**src/rtl/fetch_pkg.sv**
```systemverilog
// fetch_pkg: opcodes, PC-select codes, FSM states and the
// default instruction/address widths shared by fetch_ctrl.
package fetch_pkg;

  localparam int IW_DEF = 16;
  localparam int AW_DEF = 6;

  localparam logic [3:0] OP_NOP  = 4'h0;
  localparam logic [3:0] OP_ALU0 = 4'h1;
  localparam logic [3:0] OP_ALU1 = 4'h7;
  localparam logic [3:0] OP_BZ   = 4'h8;
  localparam logic [3:0] OP_BNZ  = 4'h9;
  localparam logic [3:0] OP_JR   = 4'hA;
  localparam logic [3:0] OP_BRA  = 4'hB;
  localparam logic [3:0] OP_HALT = 4'hF;

  localparam logic [1:0] PS_HOLD = 2'b00;
  localparam logic [1:0] PS_INC  = 2'b01;
  localparam logic [1:0] PS_BR   = 2'b10;
  localparam logic [1:0] PS_JR   = 2'b11;

  typedef enum logic [2:0] {
    S_IDLE,
    S_FETCH,
    S_DECODE,
    S_EXEC,
    S_HALT
  } state_t;

  function automatic logic is_alu(
    input logic [3:0] op
  );
    return (op >= OP_ALU0) && (op <= OP_ALU1);
  endfunction

endpackage

```
**src/rtl/fetch_decode.sv**
```systemverilog
// fetch_decode: EXEC-cycle decode of opcode -> ps/offset/a_out/ex_valid.
// Ports: op, imm, zero_flag, rf_a_data, in_exec in; ps, offset, a_out, ex_valid, is_halt, is_illegal out.
module fetch_decode
  import fetch_pkg::*;
(
  input  logic [3:0] op,
  input  logic [3:0] imm,
  input  logic       zero_flag,
  input  logic [3:0] rf_a_data,
  input  logic       in_exec,
  output logic [1:0] ps,
  output logic [3:0] offset,
  output logic [3:0] a_out,
  output logic       ex_valid,
  output logic       is_halt,
  output logic       is_illegal
);

  always_comb begin
    ps         = PS_HOLD;
    offset     = '0;
    a_out      = '0;
    ex_valid   = 1'b0;
    is_halt    = 1'b0;
    is_illegal = 1'b0;
    if (in_exec) begin
      unique case (1'b1)
        op == OP_NOP: ps = PS_INC;
        is_alu(op): begin
          ps       = PS_INC;
          ex_valid = 1'b1;
        end
        op == OP_BZ: begin
          ps     = zero_flag ? PS_BR : PS_INC;
          offset = zero_flag ? imm : 4'd0;
        end
        op == OP_BNZ: begin
          ps     = zero_flag ? PS_INC : PS_BR;
          offset = zero_flag ? 4'd0 : imm;
        end
        op == OP_JR: begin
          ps    = PS_JR;
          a_out = rf_a_data;
        end
        op == OP_BRA: begin
          ps     = PS_BR;
          offset = imm;
        end
        op == OP_HALT: is_halt = 1'b1;
        default: begin
`ifdef FETCH_ILLEGAL_TRAP_EN
          is_illegal = 1'b1;
`else
          ps = PS_INC;
`endif
        end
      endcase
    end
  end

endmodule

```
**src/rtl/fetch_ctrl.sv**
```systemverilog
// fetch_ctrl: multicycle fetch/decode/exec sequencer driving program_counter.
// Ports: clk_main, reset_n, pc, imem_*, zero_flag, rf_a_*, ps, offset, a_out, ir, ex_valid, halted [, illegal when FETCH_ILLEGAL_TRAP_EN].
module fetch_ctrl
  import fetch_pkg::*;
#(
  parameter int IW = IW_DEF,
  parameter int AW = AW_DEF
) (
  input  logic          clk_main,
  input  logic          reset_n,
  input  logic [AW-1:0] pc,
  output logic [AW-1:0] imem_addr,
  output logic          imem_req,
  input  logic          imem_ack,
  input  logic [IW-1:0] imem_data,
  input  logic          zero_flag,
  output logic [3:0]    rf_a_addr,
  input  logic [3:0]    rf_a_data,
  output logic [1:0]    ps,
  output logic [3:0]    offset,
  output logic [3:0]    a_out,
  output logic [IW-1:0] ir,
  output logic          ex_valid,
  output logic          halted
`ifdef FETCH_ILLEGAL_TRAP_EN
  ,
  output logic          illegal
`endif
);

  state_t state, state_nxt;
  logic   in_exec;
  logic   is_halt;
  logic   is_illegal;

  always_ff @(posedge clk_main or negedge reset_n) begin
    if (!reset_n) state <= S_IDLE;
    else          state <= state_nxt;
  end

  always_ff @(posedge clk_main or negedge reset_n) begin
    if (!reset_n)                          ir <= '0;
    else if (state == S_FETCH && imem_ack) ir <= imem_data;
  end

`ifdef FETCH_ILLEGAL_TRAP_EN
  always_ff @(posedge clk_main or negedge reset_n) begin
    if (!reset_n)       illegal <= 1'b0;
    else if (is_illegal) illegal <= 1'b1;
  end
`endif

  always_comb begin
    state_nxt = state;
    unique case (state)
      S_IDLE:   state_nxt = S_FETCH;
      S_FETCH:  if (imem_ack) state_nxt = S_DECODE;
      S_DECODE: state_nxt = S_EXEC;
      S_EXEC:   state_nxt = (is_halt || is_illegal) ? S_HALT : S_FETCH;
      S_HALT:   state_nxt = S_HALT;
      default:  state_nxt = S_IDLE;
    endcase
  end

  // Request is a pure state decode so an async reset drops it at once.
  assign imem_req  = (state == S_FETCH);
  assign imem_addr = imem_req ? pc : '0;
  assign halted    = (state == S_HALT);
  assign in_exec   = (state == S_EXEC);
  assign rf_a_addr = ir[7:4];

  fetch_decode u_dec (
    .op         (ir[IW-1 -: 4]),
    .imm        (ir[3:0]),
    .zero_flag  (zero_flag),
    .rf_a_data  (rf_a_data),
    .in_exec    (in_exec),
    .ps         (ps),
    .offset     (offset),
    .a_out      (a_out),
    .ex_valid   (ex_valid),
    .is_halt    (is_halt),
    .is_illegal (is_illegal)
  );

endmodule

```
**config.mk**
```make
export PLATFORM = sky130hd
export DESIGN_NAME = fetch_ctrl
export DESIGN_NICKNAME = d
export VERILOG_FILES = /design/src/rtl/fetch_pkg.sv /design/src/rtl/fetch_decode.sv /design/src/rtl/fetch_ctrl.sv
export SDC_FILE = /design/constraint.sdc
export NUM_CORES = 1
export LEC_CHECK = 0
export ABC_AREA = 1
export BUFFER_PORTS_ARGS = -buffer_cell sky130_fd_sc_hd__buf_4
export CORE_MARGIN = 5
export CORE_UTILIZATION = 43
export CTS_BUF_LIST = sky130_fd_sc_hd__clkbuf_8
export DETAILED_ROUTE_END_ITERATION = 6
export PLACE_DENSITY = 0.79
export SLEW_MARGIN = 25
export SYNTH_ARGS = -nofsm -noshare
export SYNTH_HDL_FRONTEND = slang
export SYNTH_SLANG_ARGS = --single-unit
```
**constraint.sdc**
```tcl
create_clock -name clk_main -period 1.43 [get_ports clk_main]
set_clock_uncertainty 0.15 [all_clocks]
set_input_delay 0.2145 -clock clk_main [delete_from_list [all_inputs] [get_ports clk_main]]
set_output_delay 0.2145 -clock clk_main [all_outputs]
set_load 0.02 [all_outputs]
```
==> results of run 1 <==
[worst max-delay path: stages, from the launching register on]
cell and delay [ns]:
dfrtp_1 0.39, buf_4 0.15, inv_6 0.05, nor2_4 0.22
nand2_8 0.13, nor2_4 0.13, buf_6 0.13
[per-layer routing]
metal	up-vias	part of all wire [%]
li1	595	-
met1	641	37
met2	66	55
met3	10	5.9
met4	0	2.7
met5	-	0
[how the worst max path moves through the flow]
stage	startpoint	to	cells after the start
floorplan	state[2]	offset[0]	3
global placement	state[2]	offset[2]	4
detailed placement	state[0]	offset[0]	5
CTS	ir[13]	offset[2]	6
global route	state[0]	imem_addr[2]	6
finish	state[0]	imem_addr[2]	6
[what timing repair did]
action	CTS	global route
pin swaps	6	8
hold buffers	4	0
endpoints found under the setup margin	35	36
gates resized for setup	19	35
setup buffers	2	2
endpoints found under the hold margin	22	0
gates cloned	1	2
[through the flow]
stage                     hold WS (ns)  cells  setup WS, ns
after global placement        -0.04717    241      -0.05341
after detailed placement      -0.04397    241       -0.1082
final                        -0.001285    255       -0.3936
after CTS                    0.0008207    252       -0.3005
after global routing          0.006941    255       -0.4457
after floorplan                -0.2311    139      -0.09140
[kinds of logic after synthesis]
group / Yosys count / synth area share [%]
simple gates: 91 / 40.29
buf+inv: 26 / 12.63
flops: 19 / 45.29
compound gates: 3 / 1.788
[layout make-up]
class | instances | share of cell area [%]
inverters | 20 | 4.722
multi-input cells | 97 | 33.23
flip-flops and latches | 19 | 23.24
clock buffers | 3 | 1.998
well taps | 30 | 1.816
clock inverters | 1 | 0.3632
repair buffers | 85 | 34.62
[synthesized netlist by cell type]
cell / number
a21boi_0: 1
a21oi_1: 1
buf_4: 4
buf_6: 2
dfrtp_1: 19
inv_1: 17
inv_2: 2
inv_6: 1
nand2_1: 57
nand2_2: 2
nand2_4: 1
nand2_8: 1
nand3_1: 7
nand4_1: 2
nor2_1: 12
nor2_4: 2
nor2_8: 1
nor3_1: 6
o22ai_1: 1
[where the power goes]
part	total [µW]	leakage, µW	internal (µW)	switching [µW]
clock	393	0.0000217	197	196
sequential	1010	0.000231	796	212
combinational	3230	0.000814	1270	1960
total	4630	0.00107	2260	2370
[state kept, by name (all words and copies together) (netlist names)]
name and flops:
state 3, ir 16
==> flow_summary.ini, run 1 <==
[min_path]
min_to = ir[11]
hold_depth = 3
hold_class = in -> reg
min_from = imem_data[11]

[placement]
hpwl_um = 2636
gp_congestion = 0.7492
portBuffers = 68
postPlaceCellArea_um2 = 1724

[synth]
yosys.area.top_type = dfrtp_1
synth_area_leaders = dfrtp_1 45%, nand2_1 20%, inv_1 6.1%
synth_top_area_share_pct = 45.29
ys_warn_count = 0
syn-num-nets = 169
syn_avg_cell_area_um2 = 7.552
synth_seq_cells = 19
synth.yosys.seq_area_share_pct = 45.29
ys_types = 19
synth_area_um2 = 1050
synthCells = 139

[sta]
fin_setup_tns_ns = -8.919
rsz0062_at_grt = true
tightest_slew_ns = 0.2887
fin_ws_ns = -0.3936
finalCritPeriodShare_pct = 127.5
fmax_mhz = 548.4
relSlewSlack_pct = 80.73
setup_violations = 36
finalHoldViolCount = 1
fin_crit_ns = 1.824
finalMaxSlewViolations = 0
worst_hold_slack_ns = -0.001285

[global_routing]
use_met3_pct = 2.832
antenna_found_initial = 0
grt_pass1_vias = 1215
grt_overflow = 0
met2_usage_pct = 41.65
grt_max_degree = 20
use_met1_pct = 27.52
busiest_layer = met2
grt_pass1_wl_um = 5906
grt_usage_pct = 22.53

[clock_network]
cts_tree = built
cts-root-buf = clkbuf_8
cts_inserted_buffers = 3
htreeDepth = 1
cts.sinks = 19
path_clk_slew_ns = 0.08
clock_latency_ns = 0.26
cts_max_path_buffers = 2

[drt]
drc = 0
avgRoutedWirePerCell_um = 18.31
wl_um = 4669
via_count = 1312
avgViaCountPerCell = 5.145
dr.pass1.iters = 4
drtAntennaViolNets = 0
drtIter0Drc = 83

[outcome]
violations = negative hold slack, negative setup slack
outcome = finished, violations left

[setup_path]
cp-start-kind = flop
r2r_setup_slack_ns = -0.23
worstSetupPathType = reg -> out
r2r_cells = 8
worstSetupEndpointType = output pin
r2r_start = state[0]
crit_required_ns = 1.07
cp_max_fo = 5
rr_endpoint = ir[15]
arrival_ns = 1.46

[finish]
layout_common_cells = 63 x buf_4, 51 x nand2_1, 18 x buf_6
final_common_cell = buf_4
final_util_pct = 85.77
drive_gt1_share_pct = 59.11
nFillCells = 134
seqCellArea_um2 = 480.5
fin_nets = 256
diodes = 0
multi_input_area_um2 = 686.9
area_delta_synth_final_pct = 96.90
final_area_um2 = 2067

[floorplan]
initial_core_util_pct = 43.56
die_h_um = 59.41
io_pins = 69
core_um2 = 2410
fp-row-count = 18
die_x_um = 59.41
die_area_um2 = 3530

[power_and_ir_drop]
total_power_uw = 4628
power_density_nw_per_um2 = 2239
p_leak_uw = 0.001067
ir_drop_mv = 1.653

[job]
maxCapViolCount = 0
(Power assumes the default switching activity.)
==> run 2: changes to the inputs <==
ABC_CLOCK_PERIOD_IN_PS = 1430   (was not set)
CELL_PAD_IN_SITES_DETAIL_PLACEMENT = 1   (was not set)
CELL_PAD_IN_SITES_GLOBAL_PLACEMENT = 2   (was not set)
CORE_UTILIZATION = 21   (was 43)
PLACE_DENSITY = 0.77   (was 0.79)
RECOVER_POWER = 50   (was not set)
==> run 2 against run 1 <==
Net effect:
- the run ends with negative setup slack left
- non-clock buffer count down 2
- worst setup slack better by 0.11 ns
- register-to-register slack better by 0.13 ns
- sequential share of layout area about the same
- first-iteration DRC count down 92%
- power down 6.2%
- wire length down 19%
- sequential power about the same
- fmax up 6.7%
- highest routed layer is now met3
- critical path type unchanged
==> flow_summary.ini, run 2 (synthesis gave the netlist of run 1 again) <==
[floorplan]
die_area_um2 = 6512
fp-row-count = 25
initial_core_util_pct = 21.93
die_h_um = 80.70
core_um2 = 4786
die_x_um = 80.70
io_pins = 69

[clock_network]
cts_max_path_buffers = 2
path_clk_slew_ns = 0.07
cts_inserted_buffers = 3
clock_latency_ns = 0.25
htreeDepth = 1
cts.sinks = 19
cts-root-buf = clkbuf_8
cts_tree = built

[drt]
drtIter0Drc = 7
avgViaCountPerCell = 4.076
avgRoutedWirePerCell_um = 13.21
via_count = 1174
drc = 0
wl_um = 3804
dr.pass1.iters = 3
drtAntennaViolNets = 0

[placement]
place_ws_ns = -0.06665
portBuffers = 68
postPlaceCellArea_um2 = 1790
hpwl_um = 2891
gp_congestion = 0.6475
dp_cells = 279

[global_routing]
grt_pass1_wl_um = 5802
grt_pass1_vias = 1266
grt_max_degree = 20
grt_overflow = 0
grt_usage_pct = 11.40
antenna_found_initial = 0

[sta]
fin_crit_ns = 1.709
finalCritPeriodShare_pct = 119.5
setup_violations = 35
finalHoldViolCount = 0
rsz0062_at_grt = true
fin_ws_ns = -0.2790
tightest_slew_ns = 0.4911
relSlewSlack_pct = 67.26
fmax_mhz = 585.2
finalMaxSlewViolations = 0

[finish]
largest_reg_flops = 16
final_area_um2 = 2072
diodes = 0
fin_nets = 252
drive_gt1_share_pct = 62.44
nFillCells = 574
reg_top3 = ir: 16 flops, state: 3 flops
final_cells = 288
multi_input_area_um2 = 678.2
layout_common_cells = 59 x buf_4, 42 x nand2_1, 18 x buf_6
largest_register = ir
area_delta_synth_final_pct = 97.38
final_common_cell = buf_4
final_util_pct = 43.29
seqCellArea_um2 = 481.7

[min_path]
hold_depth = 3
hold_class = in -> reg

[setup_path]
critPathMaxStageDelay_ns = 0.43
cp_slowest_cell = dfrtp_2
critPathBufInv = 2
crit_family = simple AND/OR/NAND/NOR gates
arrival_ns = 1.34
path_depth = 6
cp-start-kind = flop
path_common_cell = nand2_2
r2r_cells = 8
worstSetupPathType = reg -> out
crit_required_ns = 1.07
r2r_setup_slack_ns = -0.10
cp_max_fo = 6
worstSetupEndpointType = output pin
crit_chain = inv_2 > nand2_2 > nand2_2 > nand3_4 > nor3_4 > buf_6

[power_and_ir_drop]
pwr-share-clk_pct = 8.4
power_frac_seq_pct = 22.8
p_leak_uw = 0.001053
switching_share_pct = 48.98
power.share.combinational_pct = 68.8
power_density_nw_per_um2 = 2094
ir_drop_mv = 0.8024
total_power_uw = 4339
internal-power_uw = 2214
power.switching_uw = 2126

[outcome]
violations = negative setup slack
outcome = finished, violations left

[job]
maxCapViolCount = 0
-- run 2: layout make-up --
class / instances / area share (%)
timing repair buffer: 83 / 33.45
multi-input combinational: 95 / 32.73
sequential: 19 / 23.25
inverter: 20 / 4.348
tap: 67 / 4.046
clock buffer: 3 / 1.993
clock inverter: 1 / 0.1812
-- run 2: worst paths after layout --
path / start / to
setup / recovery: ir[13] / offset[1]
hold / removal: imem_data[7] / ir[7]
setup reg to reg: state[0] / ir[5]
hold reg to reg: ir[8] / ir[8]
max in group asynchronous: reset_n / ir[12]
min in group asynchronous: reset_n / ir[11]
-- run 2: worst reg2reg max path, delay by kind of cell (launching register included) --
family,cells,cell delay [ns]
DFF,1,0.36
buffers and inverters,3,0.33
and+or+nand+nor,5,0.64
-- run 2: power by group through the flow --
stage               Sequential, µW  Clock, µW  Combinational, µW
floorplan                     1280          0               1280
global placement               980          0               2610
detailed placement             989          0               2630
CTS                            994        384               2920
global route                  1020        403               3230
finish                         989        365               2990
-- run 2: layer usage --
metal	GRT usage (%)	up-vias	wire length, µm
li1	-	585	-
met1	13.42	544	1529
met4	1.014	0	0
met5	0	-	0
met2	20.78	45	1931
met3	3.812	0	343
-- run 2: through the flow --
step	hold WS, ns	setup TNS (ns)
final	0.002620	-5.562
after global routing	0.0003258	-8.460
after CTS	0.00008660	-6.909
after detailed placement	-0.03703	-0.3445
after global placement	-0.03939	-0.1482
after floorplan	-0.2311	-0.3656
-- run 2: timing repair --
action,CTS,global route
pin swaps,17,11
cloned,0,1
setup buffers,2,1
gates resized for setup,49,15
hold buffers,1,1
endpoints found under the hold margin,19,1
endpoints found under the setup margin,19,36
